--- src/rtl/imem_boot_ctrl.sv ---
// Boot loader that owns the imem port: receives a length-prefixed program over UART,
// writes it word by word, acknowledges, then hands the port to the fetch stage.
module imem_boot_ctrl #(
  parameter int          ADDR_W   = 12,
  parameter logic [7:0]  ACK_BYTE = 8'hAA
) (
  input  logic              clk,
  input  logic              rstn,
  input  logic              rx_valid,
  input  logic [7:0]        rx_data,
  input  logic              ack_ready,
  output logic              ack_valid,
  output logic [7:0]        ack_data,
  input  logic [31:0]       fetch_raddr,
  output logic [ADDR_W-1:0] imem_addr,
  output logic [31:0]       imem_wdata,
  output logic              imem_we,
  output logic              core_run,
  output logic              load_err
);

  typedef enum logic [2:0] {S_LEN, S_LOAD, S_ACK, S_RUN, S_ERR} state_t;

  localparam logic [32:0] DEPTH = 33'(1) << ADDR_W;

  state_t            state_reg, state_next;
  logic [1:0]        byte_cnt_reg;
  logic [31:0]       shift_reg;
  logic [31:0]       len_reg;
  logic [ADDR_W:0]   wr_ptr_reg;
  logic              imem_we_reg;
  logic [31:0]       imem_wdata_reg;

  logic              collecting;
  logic              word_done;
  logic [31:0]       word;
  logic [31:0]       wr_count_next;
  logic              unused_raddr_bits;

  assign collecting    = (state_reg == S_LEN) || (state_reg == S_LOAD);
  assign word_done     = rx_valid && collecting && (byte_cnt_reg == 2'd3);
  // Little-endian: bytes enter at the top and shift down, so byte 1 ends in [7:0].
  assign word          = {rx_data, shift_reg[31:8]};
  assign wr_count_next = 32'(wr_ptr_reg) + 32'd1;

  always_comb begin
    state_next = state_reg;
    case (state_reg)
      S_LEN: begin
        if (word_done) begin
          if (word == 32'd0)              state_next = S_ACK;
          else if ({1'b0, word} > DEPTH)  state_next = S_ERR;
          else                            state_next = S_LOAD;
        end
      end
      S_LOAD: begin
        if (word_done && (wr_count_next == len_reg)) state_next = S_ACK;
      end
      S_ACK: begin
        if (ack_ready) state_next = S_RUN;
      end
      default: state_next = state_reg;
    endcase
  end

  always_ff @(posedge clk or negedge rstn) begin
    if (!rstn) begin
      state_reg      <= S_LEN;
      byte_cnt_reg   <= 2'd0;
      shift_reg      <= 32'd0;
      len_reg        <= 32'd0;
      wr_ptr_reg     <= '0;
      imem_we_reg    <= 1'b0;
      imem_wdata_reg <= 32'd0;
    end else begin
      state_reg   <= state_next;
      imem_we_reg <= 1'b0;
      if (rx_valid && collecting) begin
        byte_cnt_reg <= byte_cnt_reg + 2'd1;
        shift_reg    <= word;
      end
      if (word_done && (state_reg == S_LEN)) len_reg <= word;
      if (word_done && (state_reg == S_LOAD)) begin
        imem_we_reg    <= 1'b1;
        imem_wdata_reg <= word;
      end
      // Pointer advances at the end of the write cycle so the write sees the old value.
      if (imem_we_reg) wr_ptr_reg <= wr_ptr_reg + 1'b1;
    end
  end

  assign imem_we    = imem_we_reg;
  assign imem_wdata = imem_wdata_reg;
  assign imem_addr  = (state_reg == S_RUN) ? fetch_raddr[ADDR_W+1:2] : wr_ptr_reg[ADDR_W-1:0];
  assign ack_valid  = (state_reg == S_ACK);
  assign ack_data   = ACK_BYTE;
  assign core_run   = (state_reg == S_RUN);
  assign load_err   = (state_reg == S_ERR);

  assign unused_raddr_bits = ^{fetch_raddr[31:ADDR_W+2], fetch_raddr[1:0]};

endmodule

--- config.mk ---
export PLATFORM = sky130hd
export DESIGN_NAME = imem_boot_ctrl
export DESIGN_NICKNAME = d
export VERILOG_FILES = /design/src/rtl/imem_boot_ctrl.sv
export SDC_FILE = /design/constraint.sdc
export NUM_CORES = 1
export LEC_CHECK = 0
export CAP_MARGIN = 20
export CORE_MARGIN = 3
export CORE_UTILIZATION = 30
export DETAILED_ROUTE_END_ITERATION = 16
export PLACE_DENSITY = 0.58
export SLEW_MARGIN = 20
export SYNTH_ARGS = -nofsm -noshare
export SYNTH_HDL_FRONTEND = slang
export SYNTH_SLANG_ARGS = --single-unit
--- constraint.sdc ---
create_clock -name clk -period 3.91 [get_ports clk]
set_input_delay 0.782 -clock clk [delete_from_list [all_inputs] [get_ports clk]]
set_output_delay 0.782 -clock clk [all_outputs]
set_load 0.005 [all_outputs]
==> flow_metrics.tcl <==
set metrics [dict create \
    p_sw_mw 1.34 \
    vias_per_cell 4.67 \
    reg2reg_slack_ps 1740 \
    slew_viol_final 0 \
    post-cts-setup-buffer-count 0 \
    slew_headroom_pct 49.8 \
    portBuffers 71 \
    ys_types 47 \
    pwr-share-seq_pct 46.8 \
    period_needed_ps 3140 \
    synthTopCellsByCount "dfrtp_1 (107), mux2_2 (80), nand2_1 (46)" \
    syn_area_um2 4890 \
    ioPinCount 100 \
    path_max_fanout 14 \
    start_kind "flop" \
    finClkSkew_ps 6.93 \
    rsz0062_at_grt "no" \
    postRouteAntennaNets 0 \
    design_area_um2 6080 \
    power_density_nw_per_um2 714 \
    cts-resized-gates 0 \
    totalWireLength_um 10700 \
    cts_tree "built" \
    cts.clk_slew.worst_paths_ps 70 \
    die_area_um2 17900 \
    crit_arrival_ps 2360 \
    setup-violations-final 0 \
    max-clock-path-buffers 2 \
    fin_crit_sh_pct 80.4 \
    clkSinkCount 107 \
    die_w_um 134 \
    r2r_cells 7 \
    p_leak_nw 2.56 \
    grt_pass1_wl_um 18000 \
    yosys.area.top_type_share_pct 54.7 \
    synthTopCellsByArea "dfrtp_1 (55%), mux2_2 (18%), nand2_1 (3.5%)" \
    power_frac_clock_pct 21.2 \
    place.detailed.hpwl_um 7450 \
    layout.nets 505 \
    row_count 46 \
    hold_start "byte_cnt_reg[0]$_DFFE_PN0P_" \
    ir_worst_vdd_mv 0.399 \
    core_area_um2 15900 \
    hold_path_end "byte_cnt_reg[0]$_DFFE_PN0P_" \
    first_pass_iters 4 \
    min_path_cells 1 \
    avgSynthCellArea_um2 12.4 \
    yosysTopAreaCell "dfrtp_1" \
    worstMarginPinSlew_ps 753 \
    yosys_most_used_dff "dfrtp_1" \
    drc_errors 0 \
    track_usage_pct 12.8 \
    grt_start_max_net_pins 82 \
    vias 3175 \
    htreeDepth 3 \
    area_growth_pct 24.3 \
    hold_viol_final 0 \
    hp-class "flop to flop" \
    final_cells 680 \
    dpl_cell_area_um2 5770 \
    root_buffer "clkbuf_16" \
    outcome "finished clean" \
    synthArstFlopShare_pct 100 \
    drv_cap 0 \
    clk_latency_ps 350 \
    start_util_pct 30.7 \
    diodes 0 \
    yosysSeqAreaShare_pct 54.7 \
    max_freq_mhz 318 \
    criticalPathCategory "flop to primary output" \
    synth_edf_count 0 \
    p_int_mw 3.00 \
    antenna_found_initial 0 \
    drive_gt1_share_pct 23.5 \
    route.detailed.wl_per_inst_um 15.8 \
    first_global_vias 3287 \
    r2r-end "state_reg[0]$_DFFE_PN0P_" \
    endpoint_kind "primary output" \
    required_ps 3130 \
    p_sw_share_pct 30.9 \
    ys_ff_latch 107 \
    syn-instance-count 396 \
    hold_buffers 0 \
    p_comb_share_pct 32.0 \
    setup_tns_ps 0 \
    nFillCells 1532 \
    die-height_um 134 \
    grt_overflow 0 \
    place_inst 664 \
    drtIter0Drc 190 \
    place_congestion 0.773 \
    reg2reg_from "wr_ptr_reg[0]$_DFFE_PN0P_" \
    cts_buffers 9 \
    post-synth-top-count-cell "dfrtp_1" \
    yosysWarnings 0 \
]
[layout by cell type (no fill, tap or decap), types with 9 or more instances in the layout]
master	synthesis	final
dfrtp_1	107	107
mux2_2	80	80
clkdlybuf4s50_1	0	70
nand2_1	46	46
xnor2_1	19	19
nor4_1	12	12
mux2_1	10	10
xor2_1	10	10
nand3_1	9	9
nand4_1	9	9
clkbuf_16	0	9
[worst max path at each step]
stage | startpoint | to | slack [ps] | cells past startpoint
floorplan | state_reg[2]$_DFFE_PN0P_ | imem_addr[10] | 1880 | 6
detailed placement | rx_data[5] | state_reg[0]$_DFFE_PN0P_ | 1030 | 7
finish | state_reg[2]$_DFFE_PN0P_ | imem_addr[5] | 770 | 5
global route | state_reg[2]$_DFFE_PN0P_ | imem_addr[2] | 550 | 5
CTS | state_reg[2]$_DFFE_PN0P_ | imem_addr[5] | 700 | 5
global placement | rx_data[5] | state_reg[0]$_DFFE_PN0P_ | 1070 | 7
[critical path: stages, from the launching register on]
cell and delay (ps):
dfrtp_1 480, nand3b_1 430, inv_1 410, nand2_1 90, o21ai_0 80, clkdlybuf4s50_1 530
[logic make-up after synthesis]
group                    Yosys count  share of synthesized area (%)
AO/OA/AOI/OAI                     20                           3.07
adder cells (fa/ha/maj)            2                          0.511
buffers and inverters             35                           3.83
AND/OR/NAND/NOR                  111                           11.8
multiplexers                      90                           20.7
other                              2                          0.153
XOR/XNOR                          29                           5.19
flip-flops                       107                           54.7
[per-layer routing]
layer | global-route usage, % | vias to the layer above | wire [µm]
li1 | - | 1504 | -
met1 | 16.5 | 1576 | 4980
met2 | 20.2 | 78 | 4970
met3 | 3.85 | 17 | 560
met4 | 4.86 | 0 | 233
met5 | 0 | - | 0
[cell type report]
type	instances	area, µm²	area share (%)
sequential	107	2680	44.0
inverter	5	18.8	0.308
clock inverter	3	27.5	0.452
clock buffer	13	280	4.61
tap	216	270	4.44
timing repair buffer	76	749	12.3
multi-input combinational	260	2060	33.9
[power groups by stage]
stage,combinational (mW),sequential (mW),clock [mW]
CTS,1.42,2.05,0.954
global route,1.53,2.12,0.997
finish,1.39,2.03,0.920
global placement,1.38,2.05,0
detailed placement,1.41,2.07,0
floorplan,0.829,1.88,0
[per-stage QoR]
stage          hold slack (ps)  util (%)  worst slack, ps  power (mW)
2_1_floorplan              448         -             1880        2.71
3_3_place_gp               462      36.2             1070        3.43
3_5_place_dp               467      36.2             1030        3.47
4_1_cts                    478      38.1              699        4.42
5_1_grt                    509      38.2              551        4.65
6_report                   470      38.2              767        4.34
No activity file was read; power rests on OpenSTA's default activity.
